`src/rtl/zp_sub_array.sv`:
```
// Per-lane subtraction of a per-channel zero point, saturated or truncated to OUT_W; 2-cycle latency.
// One advance enable: a held output freezes both stages and drops in_ready.
module zp_sub_array #(
  parameter int DATA_W = 4,
  parameter int OUT_W  = 5,
  parameter int LANES  = 4,
  parameter int CH     = 4,
  parameter int SAT_EN = 1,
  localparam int CH_W  = (CH > 1) ? $clog2(CH) : 1
) (
  input  logic                     clk,
  input  logic                     rst_n,
  input  logic                     cfg_we,
  input  logic [CH_W-1:0]          cfg_addr,
  input  logic [DATA_W-1:0]        cfg_zp,
  input  logic                     in_valid,
  output logic                     in_ready,
  input  logic [CH_W-1:0]          in_ch,
  input  logic [LANES*DATA_W-1:0]  in_data,
  output logic                     out_valid,
  input  logic                     out_ready,
  output logic [LANES*OUT_W-1:0]   out_data,
  output logic [LANES-1:0]         out_sat,
  output logic [15:0]              beat_cnt
);

  localparam int DW = DATA_W + 1;

  logic                     en;
  logic [DATA_W-1:0]        zp_tab [CH];
  logic [DATA_W-1:0]        zp_rd;
  logic                     s1_vld;
  logic [LANES*DATA_W-1:0]  s1_data;
  logic [DATA_W-1:0]        s1_zp;
  logic [LANES*OUT_W-1:0]   nxt_data;
  logic [LANES-1:0]         nxt_sat;

  assign en       = !out_valid || out_ready;
  assign in_ready = en;

  // Read happens before this edge's table write lands, so a same-cycle write is seen only by later beats.
  always_comb begin
    zp_rd = '0;
    if (32'(in_ch) < CH) zp_rd = zp_tab[in_ch];
  end

  always_ff @(posedge clk) begin
    if (!rst_n) begin
      for (int i = 0; i < CH; i++) zp_tab[i] <= '0;
    end else if (cfg_we && (32'(cfg_addr) < CH)) begin
      zp_tab[cfg_addr] <= cfg_zp;
    end
  end

  for (genvar l = 0; l < LANES; l++) begin : g_lane
    logic [DATA_W-1:0]    a;
    logic signed [DW-1:0] d;

    assign a = s1_data[l*DATA_W +: DATA_W];
    assign d = $signed({a[DATA_W-1], a}) - $signed({s1_zp[DATA_W-1], s1_zp});

    if (OUT_W >= DW) begin : g_wide
      assign nxt_data[l*OUT_W +: OUT_W] = OUT_W'(d);
      assign nxt_sat[l]                 = 1'b0;
    end else begin : g_narrow
      logic ovf;
      // Representable only when all dropped bits match the new sign bit.
      assign ovf = !((&d[DW-1:OUT_W-1]) || !(|d[DW-1:OUT_W-1]));
      assign nxt_sat[l] = ovf;
      if (SAT_EN != 0) begin : g_sat
        assign nxt_data[l*OUT_W +: OUT_W] = !ovf ? d[OUT_W-1:0] :
                                            (d[DW-1] ? {1'b1, {(OUT_W-1){1'b0}}}
                                                     : {1'b0, {(OUT_W-1){1'b1}}});
      end else begin : g_trunc
        assign nxt_data[l*OUT_W +: OUT_W] = d[OUT_W-1:0];
      end
    end
  end

  always_ff @(posedge clk) begin
    if (!rst_n) begin
      s1_vld    <= 1'b0;
      s1_data   <= '0;
      s1_zp     <= '0;
      out_valid <= 1'b0;
      out_data  <= '0;
      out_sat   <= '0;
    end else if (en) begin
      s1_vld    <= in_valid;
      s1_data   <= in_data;
      s1_zp     <= zp_rd;
      out_valid <= s1_vld;
      out_data  <= nxt_data;
      out_sat   <= nxt_sat;
    end
  end

  always_ff @(posedge clk) begin
    if (!rst_n) begin
      beat_cnt <= '0;
    end else if (out_valid && out_ready) begin
      beat_cnt <= beat_cnt + 16'd1;
    end
  end

endmodule
```
`config.mk`:
```
export PLATFORM = sky130hd
export DESIGN_NAME = zp_sub_array
export DESIGN_NICKNAME = d
export VERILOG_FILES = /design/src/rtl/zp_sub_array.sv
export SDC_FILE = /design/constraint.sdc
export NUM_CORES = 1
export LEC_CHECK = 0
export ABC_CLOCK_PERIOD_IN_PS = 2850
export BUFFER_PORTS_ARGS = -buffer_cell sky130_fd_sc_hd__buf_2
export CAP_MARGIN = 20
export CORE_UTILIZATION = 55
export CTS_CLUSTER_DIAMETER = 80
export DETAILED_ROUTE_END_ITERATION = 6
export GPL_ROUTABILITY_DRIVEN = 0
export GPL_TIMING_DRIVEN = 0
export PLACE_DENSITY_LB_ADDON = 0.1
export SLEW_MARGIN = 20
export SYNTH_ARGS = -nofsm -noshare
export SYNTH_HDL_FRONTEND = slang
export SYNTH_SLANG_ARGS = --single-unit
```
`constraint.sdc`:
```
create_clock -name clk -period 2.85 [get_ports clk]
set_input_delay 0.285 -clock clk [delete_from_list [all_inputs] [get_ports clk]]
set_output_delay 0.285 -clock clk [all_outputs]
set_load 0.005 [all_outputs]
```
==> results of run 1 <==
cells in the mapped netlist (2+ instances only):
cell,number,area share
fa_1,4,0.023
o21a_1,4,0.0086
nor2_1,27,0.029
o21ai_0,4,0.0057
mux4_2,4,0.026
a2111oi_0,4,0.010
o2111ai_1,3,0.0075
nor2b_1,5,0.0089
a211oi_1,11,0.024
xor2_1,4,0.010
and2_1,12,0.021
and3_1,4,0.0071
ha_1,17,0.061
buf_2,7,0.010
inv_1,18,0.019
nand4_1,4,0.0071
nand2_1,60,0.064
nor3b_1,2,0.0043
or3_1,4,0.0071
edfxtp_1,16,0.14
xnor2_1,11,0.027
dfxtp_1,58,0.33
nor4_2,2,0.0071
nand2b_1,3,0.0053
clkbuf_1,6,0.0064
nand3_1,19,0.027
a21oi_1,30,0.043
buf_6,3,0.0096
buf_4,5,0.011
nor3_1,7,0.010
final timing paths:
path	to	slack [ps]	cells past startpoint
max	out_data[4]	950	6
min	s1_data[10]	160	3
max reg2reg	out_data[4]	950	6
min reg2reg	s1_data[8]	450	2
worst min-delay path, cell delays in order:
cell and delay [ps]:
buf_2 90, nand2_1 40, a21oi_1 50
per-layer routing:
layer	up-vias	wire [um]	track usage
met5	-	0	0
met4	0	167	0.1368
met3	15	392	0.06111
met2	70	3832	0.3983
met1	1319	3349	0.2974
li1	1437	-	-
area by class of cell:
cell class / count / area share
Buffer: 21 / 0.03131
Clock buffer: 13 / 0.03860
Clock inverter: 3 / 0.003647
Inverter: 20 / 0.01945
Multi-Input combinational cell: 259 / 0.4064
Sequential cell: 74 / 0.3988
Tap cell: 75 / 0.02280
Timing Repair Buffer: 65 / 0.07903
flip-flops by register name, summed over array words and instances, names as in the netlist:
signal	count
beat_cnt	16
out_data	20
out_valid	1
s1_data	16
s1_vld	1
s1_zp	4
zp_tab	16
power groups by stage:
stage | clock, mW | combinational (mW) | sequential (mW)
finish | 0.735 | 0.353 | 1.20
global route | 0.786 | 0.400 | 1.20
CTS | 0.749 | 0.355 | 1.20
detailed placement | 0 | 0.353 | 1.22
global placement | 0 | 0.342 | 1.22
floorplan | 0 | 0.223 | 1.21
logic make-up after synthesis:
group	count (synthesis)	share of synthesized area
AOI/OAI and AO/OA	59	0.1058
xor gates and xnor gates	15	0.03740
adders and majority gates	21	0.08336
buffers and inverters	41	0.05949
DFF	74	0.4674
muxes	5	0.02850
other	1	0.001068
and+or+nand+nor	155	0.2170
per-stage QoR:
step,cell area [um2],instances,utilization
3_3_place_gp,3943,514,0.6543
2_1_floorplan,3523,374,-
6_report,4116,530,0.6831
5_1_grt,4116,530,0.6831
3_5_place_dp,3943,514,0.6543
4_1_cts,4116,530,0.6831
==> results_dict.tcl, run 1 <==
set metrics [dict create \
    status "complete, no violations" \
    post_drt_via_cell_ratio 5.360 \
    gr-usage-all-layers 0.2458 \
    layout-drive-gt1-share 0.2330 \
    timing.final.crit_share 0.6681 \
    setup_slack_ps 946.0 \
    setup.worst_path.end_class "register" \
    switching_share 0.2645 \
    cts.repair.resized 0 \
    numCtsBuffers 9 \
    hold_viol 0 \
    worst_pin_slew_ps 596.8 \
    drv_slew 0 \
    regArea_um2 1642 \
    drtIter0Drc 162 \
    power_switching_mw 0.6039 \
    synthToLayoutAreaGrowth_pct 17.21 \
    tns_ps 0 \
    syn_inst 371 \
    path_class "register to register" \
    ir_worst_vdd_uv 310.3 \
    ctsHoldBuffers 0 \
    synth_seq_cells 74 \
    drv_cap 0 \
    intPower_mw 1.679 \
    finalSetupViolations 0 \
    crit_family "compound AO/OA/AOI/OAI gates" \
    cts_setup_buffers 0 \
    clkLatencyLatePin_ps 350 \
    syn_area_per_cell_um2 9.467 \
    final_cell_mix "buf_2 (72), nand2_1 (60), dfxtp_1 (58), a21oi_1 (30), nor2_1 (27)" \
    r2r_start "s1_zp[0]" \
    ios 71 \
    p_total_mw 2.283 \
    die-width_um 81.91 \
    timing.critical_path.buf_inv 1 \
    antenna_cells 0 \
    ys_warn_count 0 \
    slew_headroom 0.6021 \
    wl_um 7741 \
    cp.required_ps 3120 \
    layout_commonest_cell "buf_2" \
    clock_path_buffers 2 \
    grt_max_degree 13 \
    grt_pass1_vias 2600 \
    crit_chain "ha_1 -> inv_1 -> fa_1 -> a2111oi_0 -> a21oi_1 -> a211oi_1" \
    pwr_density_cell_nw_per_um2 554.7 \
    htree_num_levels 3 \
    power.share.clock 0.322 \
    drcViolationCount 0 \
    path_max_fanout 5 \
    multi_input_area_um2 1673 \
    synth_area_um2 3512 \
    hp-start "in_data[10]" \
    numPortBuffers 65 \
    dpl.hpwl_um 5609 \
    numClockSinks 74 \
    slowest_delay_ps 450 \
    cp_slowest_cell "dfxtp_1" \
    hold_class "primary input to register" \
    antenna_found_initial 0 \
    power_frac_seq 0.524 \
    crit_arrival_ps 2180 \
    pre_cts_slack_ps 969.3 \
    leakage_nw 1.827 \
    grt-ovfl-total 0 \
    fmax_mhz 525.2 \
    die_h_um 81.91 \
    synth_edf_count 16 \
    ant_nets 0 \
    coreArea_um2 6026 \
    cts_root_buffer "clkbuf_8" \
    holdWs_ps 164.4 \
    postSynth.asyncResetShare 0 \
    synthFlopType "dfxtp_1" \
    first_pass_iters 4 \
    wl_per_cell_um 14.61 \
    grt_pass1_wl_um 11920 \
    crit_start "s1_zp[0]" \
    fillers 494 \
    vias 2841 \
    period_minus_slack_ps 1904 \
    seq_area_frac_synth 0.4674 \
    comb_power_share 0.155 \
    core.rowCount 28 \
    rsz0062_at_grt "no" \
    start_kind "register" \
    skew_ps 3.935 \
    path_clk_slew_ps 70 \
    dieArea_um2 6709 \
    start_util 0.5828 \
    ys_types 43 \
    layout.nets 500 \
    tritoncts "yes" \
]
(Power assumes the default switching activity.)
==> run 2, diff against run 1 <==
Settings changed: ABC_CLOCK_PERIOD_IN_PS 2850 to 1700, CORE_UTILIZATION 55 to 49.
Clock period 2.85 ns to 1.7 ns, I/O delays scaled along.
==> run 2 against run 1 <==
Effect of this change: the flow now finishes with violations (negative setup slack); clock power grew 58%; combinational power increased by 100%; design area increased by 5.5%; clock skew increased by 6.9 ps; cell count grew 4.5%; flip-flop and latch count unchanged; critical path type unchanged.
==> results_dict.tcl, run 2 (synthesized netlist as in run 1, its figures left out) <==
set metrics [dict create \
    ctsHoldBuffers 0 \
    hold_viol 0 \
    gr-usage-all-layers 0.2273 \
    numClockSinks 74 \
    skew_ps 10.83 \
    final_core_util 0.6322 \
    slew_headroom 0.5851 \
    antenna_cells 0 \
    grt-busiest-layer "met2" \
    leakage_nw 1.838 \
    clkLatencyLatePin_ps 350 \
    crit_chain "clkinvlp_4 -> buf_12 -> fa_2 -> a2111oi_4 -> a21oi_1 -> a211oi_1" \
    dieArea_um2 7510 \
    tritoncts "yes" \
    fmax_mhz 584.6 \
    path_class "register to register" \
    ir_worst_vdd_uv 437.1 \
    grt_max_degree 13 \
    drv_slew 0 \
    timing.final.crit_share 1.006 \
    slowest_delay_ps 390 \
    failed_checks "negative setup slack" \
    cts_root_buffer "clkbuf_8" \
    place_area_um2 3969 \
    layout.nets 503 \
    synthToLayoutAreaGrowth_pct 23.66 \
    dpl.hpwl_um 5778 \
    layout-drive-gt1-share 0.2795 \
    worst_pin_slew_ps 622.4 \
    start_kind "register" \
    setup_slack_ps -10.63 \
    grtUsageMet1 0.2779 \
    post_drt_via_cell_ratio 5.117 \
    rsz0062_at_grt "yes" \
    layout_commonest_cell "buf_2" \
    stdcell_area_um2 4343 \
    grt_pass1_vias 2634 \
    cp_slowest_cell "fa_2" \
    htree_num_levels 3 \
    cp.required_ps 1960 \
    tns_ps -10.63 \
    path_max_fanout 8 \
    drv_cap 0 \
    numCtsBuffers 9 \
    ant_nets 0 \
    status "finished with violations" \
    core.rowCount 30 \
    ios 71 \
    grtUsageMet2 0.3846 \
    first_pass_iters 4 \
    antenna_found_initial 0 \
    coreArea_um2 6869 \
    crit_arrival_ps 1970 \
    clock_path_buffers 2 \
    start_util 0.5113 \
    largest_reg_flops 20 \
    wl_per_cell_um 14.67 \
    vias 2835 \
    largest_register "out_data" \
    die-width_um 86.66 \
    final_cell_mix "buf_2 (72), nand2_1 (60), dfxtp_1 (55), a21oi_1 (30), nor2_1 (27)" \
    path_clk_slew_ps 80 \
    finalSetupViolations 1 \
    drcViolationCount 0 \
    die_h_um 86.66 \
    grt-ovfl-total 0 \
    grtUsageMet3 0.03810 \
    fillers 609 \
    pwr_density_cell_nw_per_um2 894.4 \
    drtIter0Drc 125 \
    wl_um 8126 \
    numPortBuffers 65 \
    hold_class "primary input to register" \
    period_minus_slack_ps 1711 \
    setup.worst_path.end_class "register" \
    grt_pass1_wl_um 12720 \
]
run 2: worst paths after layout:
check                                  start           end  slack (ps)  cells past startpoint
worst min register to register  out_data[16]  out_data[16]         450                      2
worst max register to register      s1_zp[1]  out_data[14]         -10                      6
worst min-delay path             in_data[13]   s1_data[13]          60                      3
worst max-delay path                s1_zp[1]  out_data[14]         -10                      6
run 2: where the power goes:
group,switching (mW),total [mW],internal [mW]
logic,0.362,0.709,0.347
registers,0.0850,2.02,1.93
clock network,0.631,1.16,0.528
run 2: final cells by class:
cell class                 count  area, um2  share of cell area
multi-input combinational    259       1846              0.4249
sequential                    74       1648              0.3794
timing repair buffer          68      360.3             0.08297
clock buffer                  13      138.9             0.03198
buffer                        21      128.9             0.02967
tap                           96      120.1             0.02766
inverter                      20      83.83             0.01930
clock inverter                 3      17.52            0.004033
run 2: layer usage:
layer	share of wire	routed length [um]
met3	0.034	277
met2	0.50	4101
met1	0.44	3550
met5	0	0
met4	0.024	196
run 2: repair_timing:
item | in CTS | in global routing
buffers inserted | 1 | 2
gates resized for setup | 17 | 16
pin swaps | 4 | 9
endpoints found under the setup margin | 8 | 9
run 2: worst max-delay path: cells and delay by family, from the launching register on:
family	cells	cell delay [ps]
AO/OA/AOI/OAI	3	610
adder cells (fa/ha/maj)	1	390
flip-flops	1	370
buffers and inverters	2	250
run 2: per-stage QoR:
| step | hold slack (ps) | power [mW] | instances | setup slack [ps] |
|---|---|---|---|---|
| floorplan | 310.5 | 2.411 | 374 | 28.84 |
| global placement | 415.7 | 2.613 | 535 | -178.3 |
| detailed placement | 420.6 | 2.639 | 535 | -229.9 |
| CTS | 50.10 | 3.813 | 552 | -29.53 |
| global route | 66.13 | 4.078 | 554 | -90.41 |
| finish | 59.36 | 3.884 | 554 | -10.63 |
==> run 3, diff against run 2 <==
Settings changed: ABC_CLOCK_PERIOD_IN_PS 1700 to 1500, RECOVER_POWER set to 50, TNS_END_PERCENT set to 30.
Clock period 1.7 ns to 1.5 ns, I/O delays scaled along.
==> run 3 against run 2 <==
Effect of this change: the flow still finishes with violations (negative setup slack); sequential power rose by 13%; highest routed layer unchanged; design area down 0.61%; clock skew is 0.78 ps lower; flip-flop and latch count is the same; critical endpoint is now in_ready; clock power up 42%; largest power group unchanged; global-route usage down 0.26 points; non-clock buffer count decreased by 3.
==> results_dict.tcl, run 3 (synthesized netlist as in run 1, its figures left out) <==
set metrics [dict create \
    finalSetupViolations 7 \
    drv_cap 0 \
    layout.nets 500 \
    post_drt_via_cell_ratio 5.056 \
    antenna_cells 0 \
    clkLatencyLatePin_ps 340 \
    power_switching_mw 1.195 \
    coreArea_um2 6869 \
    ant_nets 0 \
    failed_checks "negative setup slack" \
    drtIter0Drc 96 \
    cts_setup_buffers 0 \
    comb_power_share 0.160 \
    cts_root_buffer "clkbuf_8" \
    power_frac_seq 0.487 \
    vias 2786 \
    layout_commonest_cell "buf_2" \
    dpl.hpwl_um 5753 \
    drcViolationCount 0 \
    final_cell_mix "buf_2 (62), nand2_1 (60), dfxtp_1 (56), a21oi_1 (30), nor2_1 (26)" \
    grt-ovfl-total 0 \
    slew_headroom 0.6058 \
    power.share.clock 0.353 \
    dp.cells 535 \
    clock_path_buffers 2 \
    start_kind "register" \
    numCtsBuffers 9 \
    antenna_found_initial 0 \
    stdcell_count 551 \
    crit_arrival_ps 1470 \
    die_h_um 86.66 \
    ir_worst_vdd_uv 552.8 \
    dieArea_um2 7510 \
    status "finished with violations" \
    path_max_fanout 10 \
    pwr_density_cell_nw_per_um2 1086 \
    start_util 0.5113 \
    wl_um 7825 \
    numClockSinks 74 \
    hold_viol 0 \
    hold_depth 3 \
    worst_pin_slew_ps 591.3 \
    gr-usage-all-layers 0.2247 \
    cp.required_ps 1350 \
    setup.worst_path.end_class "output pin" \
    intPower_mw 3.491 \
    largest_register "out_data" \
    grt_pass1_vias 2610 \
    tritoncts "yes" \
    core.rowCount 30 \
    p_total_mw 4.686 \
    path_class "register to output pin" \
    first_pass_iters 4 \
    die-width_um 86.66 \
    leakage_nw 1.803 \
    drv_slew 0 \
    path_clk_slew_ps 70 \
    grt_max_degree 13 \
    rsz0062_at_grt "yes" \
    switching_share 0.2551 \
    setup_slack_ps -122.1 \
    grt_pass1_wl_um 12680 \
    synthToLayoutAreaGrowth_pct 22.91 \
    fillers 624 \
    timing.final.crit_share 1.081 \
    largest_reg_flops 20 \
    fmax_mhz 616.5 \
    hold_class "primary input to register" \
    wl_per_cell_um 14.20 \
    period_minus_slack_ps 1622 \
    numPortBuffers 65 \
    skew_ps 10.05 \
    ios 71 \
    rr_worst_depth 6 \
    htree_num_levels 3 \
    layout-drive-gt1-share 0.2549 \
]
run 3: routing by layer:
metal	up-vias	track usage	part of all wire
met5	-	0	0
met4	0	0.08636	0.012
met3	8	0.03429	0.031
met2	52	0.3802	0.49
met1	1292	0.2902	0.46
li1	1434	-	-
run 3: worst paths after layout:
check	from	endpoint	slack, ps
setup / recovery	out_valid	in_ready	-120
hold / removal	in_data[8]	s1_data[8]	40
setup reg to reg	s1_zp[0]	out_data[14]	-120
hold reg to reg	out_data[1]	out_data[1]	450
run 3: final cells by class:
class                      instances  area, um2  area share
multi-input combinational        259       1803      0.4177
sequential                        74       1649      0.3820
timing repair buffer              65      320.3     0.07420
clock buffer                      13      138.9     0.03217
buffer                            21      132.6     0.03072
tap                               96      120.1     0.02783
inverter                          20      87.58     0.02029
clock inverter                     3      65.06     0.01507
run 3: per-stage QoR:
stage	worst slack [ps]	setup TNS, ps	instance area (um2)	util	hold slack [ps]
finish	-122.1	-546.7	4317	0.6284	40.94
global placement	-165.5	-1598	3998	0.5820	395.0
global route	-210.7	-1380	4317	0.6284	37.63
CTS	-154.3	-608.6	4307	0.6270	26.62
detailed placement	-202.9	-2343	3998	0.5820	397.7
floorplan	-25.89	-67.02	3552	-	290.5
run 3: power by group through the flow:
stage | clock, mW | sequential [mW] | combinational [mW]
final | 1.65 | 2.28 | 0.749
after global routing | 1.76 | 2.30 | 0.834
after CTS | 1.68 | 2.28 | 0.748
after detailed placement | 0 | 2.32 | 0.699
after global placement | 0 | 2.32 | 0.678
after floorplan | 0 | 2.31 | 0.453
run 3: repair_timing:
item	4_1_cts	5_1_grt
cloned	0	0
hold buffers	0	0
resized for setup	24	6
pin swaps	2	4
setup endpoints to repair	12	16
run 3: critical path: stages, from the launching register on:
cell and delay (ps):
dfxtp_1 480, nor2b_4 200, buf_6 140, inv_8 50, buf_8 140, buf_6 110
